==> config.mk <==
export PLATFORM = sky130hd
export DESIGN_NAME = pwm_multi_ch
export DESIGN_NICKNAME = d
export VERILOG_FILES = /design/src/rtl/pwm_multi_ch.sv
export SDC_FILE = /design/constraint.sdc
export NUM_CORES = 1
export LEC_CHECK = 0
export ABC_AREA = 1
export BUFFER_PORTS_ARGS = -buffer_cell sky130_fd_sc_hd__clkbuf_2
export CORE_MARGIN = 4
export CORE_UTILIZATION = 60
export CTS_CLUSTER_DIAMETER = 60
export CTS_CLUSTER_SIZE = 25
export DETAILED_ROUTE_END_ITERATION = 12
export HOLD_SLACK_MARGIN = 0.02
export PLACE_DENSITY = 0.74
export SYNTH_ARGS = -nofsm -noshare
export SYNTH_HDL_FRONTEND = slang
export SYNTH_SLANG_ARGS = --single-unit
==> constraint.sdc <==
create_clock -name clk -period 7.4 [get_ports clk]
set_clock_uncertainty 0.1 [all_clocks]
set_input_delay 1.48 -clock clk [delete_from_list [all_inputs] [get_ports clk]]
set_output_delay 1.48 -clock clk [all_outputs]
set_load 0.01 [all_outputs]
==> src/rtl/pwm_multi_ch.sv <==
`default_nettype none
// ============================================================================
// Module   : pwm_multi_ch
// Brief    : Multi-channel PWM generator. One shared period counter drives
//            CH duty comparators. Each channel has a double-buffered duty
//            target, an optional linear duty ramp and a glitch-free enable.
//            Period, duty and enable changes all land on period boundaries.
// Revision : 1.0 - initial release
// ============================================================================
module pwm_multi_ch #(
    parameter int CH             = 4,
    parameter int CNT_W          = 16,
    parameter int DEFAULT_PERIOD = 100,
    localparam int C_CH_W        = (CH > 1) ? $clog2(CH) : 1
) (
    input  logic              clk,
    input  logic              reset,
    input  logic [CH-1:0]     en,
    input  logic              wr_en,
    input  logic [1:0]        wr_sel,
    input  logic [C_CH_W-1:0] wr_ch,
    input  logic [CNT_W-1:0]  wr_data,
    output logic [CH-1:0]     pwm,
    output logic              period_tick,
    output logic [CH-1:0]     ramp_busy
);

    localparam logic [CNT_W-1:0] c_DEF_PERIOD = CNT_W'(DEFAULT_PERIOD);
    localparam logic [1:0]       c_SEL_PERIOD = 2'd0;
    localparam logic [1:0]       c_SEL_DUTY   = 2'd1;
    localparam logic [1:0]       c_SEL_STEP   = 2'd2;

    logic [CNT_W-1:0] r_period_reg;
    logic [CNT_W-1:0] r_period_q;
    logic [CNT_W-1:0] r_cnt;
    logic [CH-1:0]    r_en_q;
    logic             r_tick;
    logic             w_period_zero;
    logic             w_boundary;

    // A zero period makes every cycle a boundary so staging keeps flowing
    // into the active registers while the outputs stay parked low.
    assign w_period_zero = (r_period_q == '0);
    assign w_boundary    = w_period_zero || (r_cnt == (r_period_q - CNT_W'(1)));
    assign period_tick   = r_tick;

    // Period staging register, written through the config interface.
    always_ff @(posedge clk or negedge reset) begin
        if (!reset) begin
            r_period_reg <= c_DEF_PERIOD;
        end else if (wr_en && (wr_sel == c_SEL_PERIOD)) begin
            r_period_reg <= wr_data;
        end
    end

    // Shared period counter; loads active period and enables at each boundary.
    always_ff @(posedge clk or negedge reset) begin
        if (!reset) begin
            r_cnt      <= '0;
            r_period_q <= c_DEF_PERIOD;
            r_en_q     <= '0;
            r_tick     <= 1'b0;
        end else begin
            // Tick marks the cnt==0 cycle after a real wrap; never in period 0.
            r_tick <= w_boundary && !w_period_zero;
            if (w_boundary) begin
                r_cnt      <= '0;
                r_period_q <= r_period_reg;
                r_en_q     <= en;
            end else begin
                r_cnt <= r_cnt + CNT_W'(1);
            end
        end
    end

    for (genvar i = 0; i < CH; i++) begin : g_ch
        logic [CNT_W-1:0] r_duty_tgt;
        logic [CNT_W-1:0] r_step;
        logic [CNT_W-1:0] r_duty_q;
        logic             r_pwm;
        logic [CNT_W:0]   w_up;
        logic [CNT_W:0]   w_dn;
        logic [CNT_W-1:0] w_duty_next;
        logic             w_sel_me;

        // An out-of-range channel index simply matches no channel.
        assign w_sel_me = wr_en && (wr_ch == C_CH_W'(i));

        // Per-channel staging registers: duty target and ramp step.
        always_ff @(posedge clk or negedge reset) begin
            if (!reset) begin
                r_duty_tgt <= '0;
                r_step     <= '0;
            end else if (w_sel_me) begin
                if (wr_sel == c_SEL_DUTY) begin
                    r_duty_tgt <= wr_data;
                end else if (wr_sel == c_SEL_STEP) begin
                    r_step <= wr_data;
                end
            end
        end

        // Next active duty: jump when step is 0, else move by step and clamp
        // at the target. One extra bit keeps the sum and difference exact.
        always_comb begin
            w_up        = {1'b0, r_duty_q} + {1'b0, r_step};
            w_dn        = {1'b0, r_duty_q} - {1'b0, r_step};
            w_duty_next = r_duty_tgt;
            if (r_step != '0) begin
                if (r_duty_q < r_duty_tgt) begin
                    if (w_up < {1'b0, r_duty_tgt}) begin
                        w_duty_next = w_up[CNT_W-1:0];
                    end
                end else if (r_duty_q > r_duty_tgt) begin
                    if (!w_dn[CNT_W] && (w_dn > {1'b0, r_duty_tgt})) begin
                        w_duty_next = w_dn[CNT_W-1:0];
                    end
                end
            end
        end

        // Active duty only advances at a boundary.
        always_ff @(posedge clk or negedge reset) begin
            if (!reset) begin
                r_duty_q <= '0;
            end else if (w_boundary) begin
                r_duty_q <= w_duty_next;
            end
        end

        // Registered comparator output; duty >= period gives a solid high.
        always_ff @(posedge clk or negedge reset) begin
            if (!reset) begin
                r_pwm <= 1'b0;
            end else begin
                r_pwm <= r_en_q[i] && !w_period_zero && (r_cnt < r_duty_q);
            end
        end

        assign pwm[i]       = r_pwm;
        assign ramp_busy[i] = (r_duty_q != r_duty_tgt);
    end

endmodule
`default_nettype wire

-- After elaboration in Yosys (flattened, before gate mapping)
Index checks and enable logic that the tools add are counted.
- output and inout bits: 9
- bits in registers: 249
- bits of input ports: 27
- word-level logic and storage cells: 122
- add/subtract/negate cells: 10
- $lt $le $gt $ge: 20
- multiplexer cells: 21
- bitwise operators: 1
- reduce and logical (&&, ||, !) cells: 39
- equality and inequality tests: 10
- operators with widths (operator ; count):
    $mux 16 ; 21
    $lt 16x16->1 ; 8
    $add 16x16->17 ; 4
    $gt 17x16->1 ; 4
    $lt 17x16->1 ; 4
    $sub 16x16->17 ; 4
    $gt 16x16->1 ; 4
    $ne 16x16->1 ; 4
    $reduce_bool 16->1 ; 4
    $logic_and 1x1->1 ; 18
    $add 16x1->16 const B ; 1
    $eq 16x16->1 ; 1
    $logic_not 16->1 ; 1
    $sub 16x1->16 const B ; 1
    $reduce_and 3->1 ; 4
    $reduce_and 2->1 ; 4
    $eq 2x2->1 const B ; 3
    $logic_not 1->1 ; 5
    $eq 2x1->1 const B ; 2
    $logic_not 2->1 ; 2
    $logic_or 1x1->1 ; 1
    $not 1->1 ; 1

-- Depth between registers and ports, before layout
Gate-level depths: netlist (run 1).
- word-level depth: 7
- mapped depth: 32
- mapped depth without buffers: 30

-- Least setup slack after synthesis (run 1)
OpenSTA, ideal clock, no wires.
- path type: reg-to-reg
- from: register g_ch[2].r_step[0]
- to: register g_ch[2].r_duty_q[0]
- arrival: 3.516 ns
- path buffers: 1
- stages on the path, launching flop included: 28
- path slack: 3.667 ns
- period minus slack after synthesis: 3.733 ns
- library setup time: 0.117 ns
- data required time: 7.183 ns
- path through: dfrtp_1 > ha_1 > fa_1 > nand3b_1 > nand2_1 > nand2_1 > nand2_1 > nand2_1 > nand2_1 > nand2_1 > nand2_1 > xor2_1 > inv_1 > ha_1 > nand2_1 > nor4_1 > nand2_1 > nand2_1 > nand2_1 > nand2_1 > nand2_1 > nand2_1 > clkbuf_1 > nand3_1 > nand3_1 > nand3_1 > nand2_1 > nand2_1
- cells in the longest elaborated chain, start to end: 7
- elaborated cells on any way between the ends: 12
- classes of those cells: 2 x add/sub; 2 x order compare; 5 x mux; 3 x reduce/logical
- RTL lines (what ; RTL line ; source):
    start: declaration ; 78 ; logic [CNT_W-1:0] r_step;
    start signal: assignment ; 98 ; r_step <= wr_data;
    $sub 16x16->17 ; 107 ; w_dn = {1'b0, r_duty_q} - {1'b0, r_step};
    $gt 17x16->1 / $logic_not 1->1 (equally long branches) ; 115 ; if (!w_dn[CNT_W] && (w_dn > {1'b0, r_duty_tgt})) begin
    $logic_and 1x1->1 ; 115 ;
    $mux 16 ; 115 ;
    $mux 16 ; 114 ; end else if (r_duty_q > r_duty_tgt) begin
    $mux 16 ; 110 ; if (r_duty_q < r_duty_tgt) begin
    $mux 16 (*) ; 109 ; if (r_step != '0) begin
    end signal: assignment ; 127 ; r_duty_q <= w_duty_next;
    end: declaration ; 79 ; logic [CNT_W-1:0] r_duty_q;
Every way passes the cells marked *; elsewhere a longest branch is shown, timed or not.
A chain may end at the register's enable or synchronous reset.

-- Worst setup path in the final report (run 1)
- from: register g_ch[1].r_duty_q[0]
- to: register g_ch[1].r_duty_q[13]
- cells in the longest elaborated chain, start to end: 7
- elaborated cells on any way between the ends: 13
- classes of those cells: 2 x add/sub; 4 x order compare; 5 x mux; 2 x reduce/logical
- RTL lines (what ; RTL line):
    start: declaration ; 79
    start signal: assignment ; 127
    $sub 16x16->17 ; 107
    $gt 17x16->1 / $logic_not 1->1 (equally long branches) ; 115
    $logic_and 1x1->1 ; 115
    $mux 16 ; 115
    $mux 16 ; 114
    $mux 16 (*) ; 110
    $mux 16 (*) ; 109
Marks and branches as above.

==> results of run 1 <==
[stage by stage]
step | area [um^2] | setup slack [ps]
5_1_grt | 27400 | 2060
6_report | 27400 | 2550
3_5_place_dp | 26500 | 2680
2_1_floorplan | 26000 | 3670
3_3_place_gp | 26500 | 2790
4_1_cts | 27400 | 2660
[cell families after synthesis]
family,count (synthesis),share of synthesized area [%]
and+or+nand+nor,1955,32.4
buffers and inverters,707,10.7
AOI/OAI and AO/OA,532,10.9
adders and majority gates,386,18.8
DFF,249,24.0
xor gates and xnor gates,96,3.23
[layer usage]
| metal | global-route usage, % | vias to the layer above | share of wire [%] |
|---|---|---|---|
| li1 | - | 12700 | - |
| met1 | 51.1 | 11800 | 46 |
| met3 | 4.60 | 123 | 8.6 |
| met4 | 8.06 | 0 | 2.6 |
| met2 | 53.2 | 1018 | 43 |
| met5 | 0 | - | 0 |
[how the worst min path moves through the flow]
stage | startpoint | to | depth (start not counted)
4_1_cts | r_period_reg[11] | r_period_q[11] | 2
3_5_place_dp | r_period_reg[11] | r_period_q[11] | 2
5_1_grt | r_period_reg[2] | r_period_q[2] | 2
3_3_place_gp | r_period_reg[11] | r_period_q[11] | 2
2_1_floorplan | r_en_q[0] | r_en_q[0] | 2
6_report | r_period_reg[11] | r_period_q[11] | 2
[critical path: stages (launching register included)]
cell	delay, ps
sky130_fd_sc_hd__dfrtp_1	380
sky130_fd_sc_hd__inv_1	90
sky130_fd_sc_hd__ha_1	210
sky130_fd_sc_hd__fa_1	400
sky130_fd_sc_hd__nand3b_1	180
sky130_fd_sc_hd__nand2_1	160
sky130_fd_sc_hd__nand4_1	100
sky130_fd_sc_hd__nand2_1	140
sky130_fd_sc_hd__nand2_1	100
sky130_fd_sc_hd__o21ai_0	210
sky130_fd_sc_hd__nand3_1	130
sky130_fd_sc_hd__nand2_1	80
sky130_fd_sc_hd__nand2_1	50
sky130_fd_sc_hd__nand2_1	80
sky130_fd_sc_hd__ha_1	240
sky130_fd_sc_hd__nand2_1	100
sky130_fd_sc_hd__nor2_1	50
sky130_fd_sc_hd__nand3_1	70
sky130_fd_sc_hd__nor2_1	40
sky130_fd_sc_hd__a22oi_1	160
sky130_fd_sc_hd__nand2_1	90
sky130_fd_sc_hd__nor2_2	440
sky130_fd_sc_hd__nand2_1	610
sky130_fd_sc_hd__inv_1	260
sky130_fd_sc_hd__nand2_1	90
sky130_fd_sc_hd__nand3_1	90
sky130_fd_sc_hd__nand3_1	60
sky130_fd_sc_hd__nand2_1	80
[cells in the final DEF (no fill, tap or decap), types with 5 or more instances in the layout]
cell | synthesis | routed
sky130_fd_sc_hd__buf_4 | 11 | 12
sky130_fd_sc_hd__nand3b_1 | 30 | 30
sky130_fd_sc_hd__xor2_1 | 86 | 86
sky130_fd_sc_hd__dfstp_2 | 6 | 6
sky130_fd_sc_hd__o211ai_1 | 10 | 10
sky130_fd_sc_hd__nand2_1 | 1104 | 1104
sky130_fd_sc_hd__o21ai_0 | 229 | 229
sky130_fd_sc_hd__nor3b_1 | 6 | 6
sky130_fd_sc_hd__fa_1 | 8 | 8
sky130_fd_sc_hd__ha_1 | 378 | 378
sky130_fd_sc_hd__inv_1 | 577 | 577
sky130_fd_sc_hd__a21oi_1 | 231 | 231
sky130_fd_sc_hd__o21bai_1 | 14 | 14
sky130_fd_sc_hd__o21a_1 | 7 | 7
sky130_fd_sc_hd__inv_6 | 0 | 8
sky130_fd_sc_hd__nand2_2 | 6 | 5
sky130_fd_sc_hd__clkbuf_16 | 0 | 27
sky130_fd_sc_hd__a21o_1 | 10 | 10
sky130_fd_sc_hd__nor3_1 | 52 | 51
sky130_fd_sc_hd__nand4_1 | 75 | 75
sky130_fd_sc_hd__clkbuf_2 | 0 | 34
sky130_fd_sc_hd__a21boi_0 | 5 | 5
sky130_fd_sc_hd__dfrtp_1 | 243 | 243
sky130_fd_sc_hd__nor4_1 | 17 | 17
sky130_fd_sc_hd__nor2_1 | 221 | 220
sky130_fd_sc_hd__xnor2_1 | 10 | 10
sky130_fd_sc_hd__nand3_1 | 423 | 423
sky130_fd_sc_hd__inv_2 | 9 | 9
[area by class of cell]
class | instances | area [um^2] | share of cell area [%]
tap | 585 | 732 | 2.67
sequential | 249 | 6240 | 22.8
timing repair buffer | 48 | 295 | 1.08
clock buffer | 29 | 683 | 2.50
clock inverter | 19 | 215 | 0.786
inverter | 586 | 2200 | 8.03
multi-input combinational | 2969 | 17000 | 62.1
==> load_flow_metrics.sql, run 1 <==
INSERT INTO impl_metrics (metric_group, metric, value, unit) VALUES
('synth', 'synthesis.area', '26000', 'um^2'),
('critical_path', 'worst_r2r_path_depth', '27', ''),
('hold_path', 'worstHoldPathType', 'reg -> reg', ''),
('route', 'drt-vias-per-instance', '5.71', ''),
('route', 'routed_wl', '80.6', 'mm'),
('critical_path', 'worst-r2r-setup-slack', '2550', 'ps'),
('layout', 'postLayoutCoreUtil', '63.7', '%'),
('clock_tree', 'path_clk_slew', '80', 'ps'),
('timing', 'timing.final.max_slew_violations', '0', ''),
('synth', 'synth_edf_count', '0', ''),
('die', 'fp.dieArea', '46700', 'um^2'),
('timing', 'period_share', '65.6', '%'),
('synth', 'postSynthAreaPerCell', '6.63', 'um^2'),
('critical_path', 'crit_path_start_kind', 'register', ''),
('global_route', 'grtUsageTotal', '34.3', '%'),
('critical_path', 'timing.critical_path.to_type', 'register', ''),
('synth', 'yosysWarnings', '0', ''),
('timing', 'relSlewSlack', '20.5', '%'),
('global_route', 'grt_max_degree', '156', ''),
('synth', 'netlist-cell-type-count', '51', ''),
('clock_tree', 'cts_htree_levels', '1', ''),
('timing', 'final.setup.tns', '0', 'ps'),
('die', 'core-area', '43000', 'um^2'),
('critical_path', 'worstSetupStartpoint', 'g_ch[1].r_duty_q[0]', ''),
('clock_tree', 'cts.sink_count', '249', ''),
('clock_tree', 'postCtsSetupBuffers', '0', ''),
('synth', 'post-synth-top-count-cell', 'sky130_fd_sc_hd__nand2_1', ''),
('clock_tree', 'holdBufCountCts', '0', ''),
('clock_tree', 'cts-resized-gates', '0', ''),
('synth', 'yosys-top-cells-area', 'sky130_fd_sc_hd__dfrtp_1 23%, sky130_fd_sc_hd__ha_1 18%, sky130_fd_sc_hd__nand2_1 16%, sky130_fd_sc_hd__inv_1 8.3%, sky130_fd_sc_hd__nand3_1 8.1%', ''),
('critical_path', 'type_of_the_worst_setup_path', 'reg -> reg', ''),
('place', 'placement.io_buffers', '35', ''),
('layout', 'count_of_nets_after_finishing', '4294', ''),
('synth', 'syn-num-nets', '4338', ''),
('critical_path', 'cp_data_required_time', '7810', 'ps'),
('layout', 'fin_cells', '4485', ''),
('clock_tree', 'longest_clk_path_bufs', '3', ''),
('route', 'drt_iter0_markers', '2565', ''),
('clock_tree', 'cts_buffers', '27', ''),
('global_route', 'wire_length_of_the_first_global_routing_pass', '131', 'mm'),
('timing', 'finalSetupViolCount', '0', ''),
('die', 'initial_core_util', '60.5', '%'),
('die', 'die_boundary_height', '216', 'um'),
('place', 'placed_cells_incl_taps', '4437', ''),
('synth', 'postSynthRegisterBits', '249', ''),
('clock_tree', 'clockRootBuffer', 'sky130_fd_sc_hd__clkbuf_16', ''),
('timing', 'max_slew.worst_pin.slew', '1190', 'ps'),
('timing', 'unrepaired_setup_endpoints_after_global_routing', 'false', ''),
('timing', 'min_period', '4850', 'ps'),
('synth', 'synth_cells', '3925', ''),
('die', 'dieWidth', '216', 'um'),
('layout', 'post_route_cells_drive_above_1_share', '3.54', '%'),
('route', 'dr_total_vias', '25600', ''),
('route', 'postRouteAntennaNets', '0', ''),
('global_route', 'globalRoute.totalOverflow', '0', ''),
('synth', 'area_fraction_of_the_dominant_cell_type_after_synthesis', '23.4', '%'),
('timing', 'fmax', '0.206', 'GHz'),
('clock_tree', 'insertion_delay_of_the_later_clocked_pin_in_the_worst_skew_pair', '570', 'ps'),
('critical_path', 'worst_r2r_startpoint', 'g_ch[1].r_duty_q[0]', ''),
('synth', 'postSynth.asyncResetShare', '100', '%'),
('route', 'avgRoutedWirePerCell', '18.0', 'um'),
('global_route', 'grt_antenna_before_repair', '1', ''),
('place', 'place.detailed.hpwl', '62.1', 'mm'),
('layout', 'layout_top_registers', 'g_ch.r_duty_q (64), g_ch.r_duty_tgt (64), g_ch.r_step (64)', ''),
('layout', 'num-fill-cells', '4119', ''),
('critical_path', 'crit_fanout', '17', ''),
('die', 'floorplan_row_count', '76', ''),
('critical_path', 'worstPathArrival', '5270', 'ps'),
('layout', 'num_antenna_cells', '0', ''),
('outcome', 'status', 'complete, no violations', ''),
('global_route', 'grt_pass1_vias', '24100', '');
Power of run 1 is not shown: default switching activity piles up to over one toggle a cycle in this logic, so the estimate is an artifact.
==> run 2: changes to the inputs <==
- ABC_AREA: 1 -> 0
- CORE_UTILIZATION: 60 -> 59
- PLACE_DENSITY: 0.74 -> 0.76
- clock period: 7.4 -> 4.24 ns (I/O delays scaled with it)
==> load_flow_metrics.sql, run 2 <==
INSERT INTO impl_metrics (metric_group, metric, value, unit) VALUES
('outcome', 'status', 'complete, but fails checks', ''),
('outcome', 'violations', 'setup timing', ''),
('global_route', 'grt_pass1_vias', '23100', ''),
('layout', 'layout.cells.most_common_list', '447 x sky130_fd_sc_hd__buf_4, 351 x sky130_fd_sc_hd__ha_1, 257 x sky130_fd_sc_hd__inv_1', ''),
('job', 'timing.max_cap.violations', '0', ''),
('route', 'drt_iter0_markers', '2289', ''),
('route', 'drt-vias-per-instance', '6.38', ''),
('synth', 'prevailing_post_synth_register_cell', 'sky130_fd_sc_hd__dfrtp_1', ''),
('clock_tree', 'insertion_delay_of_the_later_clocked_pin_in_the_worst_skew_pair', '620', 'ps'),
('route', 'routed_wl', '84.4', 'mm'),
('clock_tree', 'cts_tree', 'done', ''),
('synth', 'postSynthRegisterBits', '249', ''),
('critical_path', 'cp_data_required_time', '4630', 'ps'),
('synth', 'postSynthAreaPerCell', '8.53', 'um^2'),
('clock_tree', 'cts_htree_levels', '1', ''),
('clock_tree', 'longest_clk_path_bufs', '3', ''),
('synth', 'syn-num-nets', '3133', ''),
('critical_path', 'crit_fanout', '3', ''),
('timing', 'postLayoutSetupSlackWorst', '-400', 'ps'),
('timing', 'max_slew.worst_pin.slew', '1100', 'ps'),
('clock_tree', 'cts_buffers', '30', ''),
('route', 'dr_total_vias', '23600', ''),
('timing', 'final.setup.tns', '-12620', 'ps'),
('timing', 'timing_hold_violations_final', '0', ''),
('timing', 'fmax', '0.216', 'GHz'),
('synth', 'netlist-cell-type-count', '92', ''),
('critical_path', 'crit_path_start_kind', 'register', ''),
('synth', 'synth_sequential_area_ratio', '26.9', '%'),
('layout', 'multiInputGateArea', '17300', 'um^2'),
('clock_tree', 'clockRootBuffer', 'sky130_fd_sc_hd__clkbuf_16', ''),
('route', 'postRouteAntennaNets', '0', ''),
('die', 'initial_core_util', '59.9', '%'),
('layout', 'area_of_all_placed_cells_without_fillers', '30300', 'um^2'),
('route', 'drt_pre_antenna_iters', '5', ''),
('synth', 'area_fraction_of_the_dominant_cell_type_after_synthesis', '26.2', '%'),
('synth', 'postSynth.asyncResetShare', '100', '%'),
('synth', 'yosys-top-cells-area', 'sky130_fd_sc_hd__dfrtp_1 26%, sky130_fd_sc_hd__ha_1 20%, sky130_fd_sc_hd__inv_1 4.4%, sky130_fd_sc_hd__o21ai_0 4.1%, sky130_fd_sc_hd__nand2_1 3.8%', ''),
('synth', 'synth_cells', '2720', ''),
('synth', 'synth_edf_count', '0', ''),
('critical_path', 'worst_r2r_startpoint', 'g_ch[0].r_step[0]', ''),
('place', 'instance_area_after_placement', '26500', 'um^2'),
('die', 'die_boundary_height', '206', 'um'),
('critical_path', 'timing.critical_path.to_type', 'register', ''),
('layout', 'post_route_cells_drive_above_1_share', '29.9', '%'),
('layout', 'area_delta_synth_final', '30.8', '%'),
('timing', 'timing.final.max_slew_violations', '0', ''),
('layout', 'postLayoutCoreUtil', '78.3', '%'),
('synth', 'yosysWarnings', '0', ''),
('die', 'dieWidth', '206', 'um'),
('timing', 'relSlewSlack', '26.2', '%'),
('timing', 'min_period', '4640', 'ps'),
('global_route', 'grt_max_degree', '100', ''),
('timing', 'unrepaired_setup_endpoints_after_global_routing', 'true', ''),
('layout', 'layout_top_registers', 'g_ch.r_duty_q (64), g_ch.r_duty_tgt (64), g_ch.r_step (64)', ''),
('synth', 'synth_top_cells_by_count', '378 x sky130_fd_sc_hd__ha_1, 273 x sky130_fd_sc_hd__inv_1, 243 x sky130_fd_sc_hd__dfrtp_1, 234 x sky130_fd_sc_hd__nand2_1, 190 x sky130_fd_sc_hd__o21ai_0', ''),
('place', 'post-place-ws', '-498', 'ps'),
('die', 'core-area', '38700', 'um^2'),
('route', 'drcViolationCount', '0', ''),
('timing', 'finalSetupViolCount', '57', ''),
('synth', 'synth.largest_area_cell', 'sky130_fd_sc_hd__dfrtp_1', ''),
('critical_path', 'worstPathArrival', '5030', 'ps'),
('global_route', 'grtUsageTotal', '37.9', '%'),
('synth', 'post-synth-top-count-cell', 'sky130_fd_sc_hd__ha_1', ''),
('die', 'num_io_pins', '36', ''),
('global_route', 'wire_length_of_the_first_global_routing_pass', '127', 'mm'),
('critical_path', 'reg_to_reg_critical_path_endpoint', 'g_ch[0].r_duty_q[15]', ''),
('layout', 'num_antenna_cells', '0', ''),
('layout', 'layout.area.seq', '6250', 'um^2'),
('hold_path', 'worstHoldPathType', 'in -> async', ''),
('global_route', 'grt_antenna_before_repair', '2', ''),
('layout', 'count_of_nets_after_finishing', '3577', ''),
('critical_path', 'worst-r2r-setup-slack', '-400', 'ps'),
('layout', 'layout_commonest_cell', 'sky130_fd_sc_hd__buf_4', ''),
('synth', 'synthesis.area', '23200', 'um^2'),
('place', 'gp_congestion', '1.02', ''),
('layout', 'num-fill-cells', '2633', ''),
('die', 'floorplan_row_count', '72', ''),
('die', 'fp.dieArea', '42500', 'um^2'),
('critical_path', 'worst_r2r_path_depth', '20', ''),
('place', 'placement.io_buffers', '35', ''),
('clock_tree', 'path_clk_slew', '70', 'ps'),
('place', 'place.detailed.hpwl', '59.9', 'mm'),
('route', 'avgRoutedWirePerCell', '22.8', 'um'),
('timing', 'period_share', '109', '%'),
('clock_tree', 'cts.sink_count', '249', ''),
('critical_path', 'type_of_the_worst_setup_path', 'reg -> reg', ''),
('global_route', 'globalRoute.totalOverflow', '0', '');
-- run 2: cell count changes after synthesis, sizes merged, moves of 46 or more --
cell | previous run | this run
nand3 | 427 | 60
nand4 | 76 | 30
inv | 586 | 273
nand2 | 1110 | 234
mux2 | 0 | 60
xor2 | 86 | 33
a21oi | 233 | 144
xnor2 | 10 | 91
-- run 2: worst max-delay path by stage --
| stage | slack (ps) | startpoint | to | depth (start not counted) |
|---|---|---|---|---|
| 6_report | -400 | g_ch[0].r_step[0] | g_ch[0].r_duty_q[15] | 20 |
| 5_1_grt | -560 | g_ch[3].r_duty_q[0] | g_ch[3].r_duty_q[11] | 20 |
| 4_1_cts | -370 | g_ch[3].r_duty_q[0] | g_ch[3].r_duty_q[11] | 19 |
| 3_5_place_dp | -500 | g_ch[0].r_step[2] | g_ch[0].r_duty_q[0] | 23 |
| 3_3_place_gp | -400 | g_ch[2].r_duty_q[0] | g_ch[2].r_duty_q[3] | 19 |
| 2_1_floorplan | -80 | g_ch[2].r_duty_q[4] | g_ch[2].r_duty_q[8] | 17 |
-- run 2: layer usage --
metal  track usage [%]  routed length, um  up-vias
met5                 0                  0        -
met3              5.54               7290      315
met1              52.7              35200    11500
li1                  -                  -    10700
met4              15.0               4200        0
met2              59.9              37700     1157
-- run 2: kinds of logic after synthesis --
logic type	synth area share [%]
DFF	26.9
AOI/OAI and AO/OA	21.3
xor gates and xnor gates	4.68
adders and majority gates	21.1
buffers and inverters	6.62
and+or+nand+nor	16.2
muxes	3.26
-- run 2: area by class of cell --
type | count | area share (%)
sequential | 249 | 20.6
tap | 518 | 2.14
multi-input combinational | 2086 | 56.9
clock inverter | 21 | 0.932
inverter | 274 | 3.41
timing repair buffer | 523 | 13.4
clock buffer | 34 | 2.59
-- run 2: what timing repair did --
item                                    CTS  global route
pin swaps                               117           133
hold buffers                              0             0
resized for setup                       206           191
endpoints found under the setup margin   63            64
cloned                                    2             0
hold endpoints to repair                  0             0
buffers inserted                         78            48
-- run 2: through the flow --
step / cells / hold WS, ps
after detailed placement: 3531 / 349
final: 3705 / 57.5
after global placement: 3531 / 343
after global routing: 3705 / 114
after CTS: 3664 / 87.3
after floorplan: 2720 / 338
-- run 2: critical path: stages (launching register included) --
cell and delay, ps:
sky130_fd_sc_hd__dfrtp_2 440, sky130_fd_sc_hd__buf_6 130, sky130_fd_sc_hd__ha_4 160, sky130_fd_sc_hd__fa_2 370, sky130_fd_sc_hd__nand2b_4 100, sky130_fd_sc_hd__a221oi_4 70
sky130_fd_sc_hd__o211ai_1 420, sky130_fd_sc_hd__nor2b_2 260, sky130_fd_sc_hd__o21ai_1 80, sky130_fd_sc_hd__a21oi_1 150, sky130_fd_sc_hd__xor2_1 290, sky130_fd_sc_hd__ha_1 290
sky130_fd_sc_hd__o21ai_1 180, sky130_fd_sc_hd__a21oi_1 60, sky130_fd_sc_hd__o21a_1 150, sky130_fd_sc_hd__o31ai_2 270, sky130_fd_sc_hd__nand3b_1 190, sky130_fd_sc_hd__buf_4 190
sky130_fd_sc_hd__a311o_1 360, sky130_fd_sc_hd__a211oi_2 180, sky130_fd_sc_hd__a211oi_1 70
Power of run 2 is left out for the same reason.
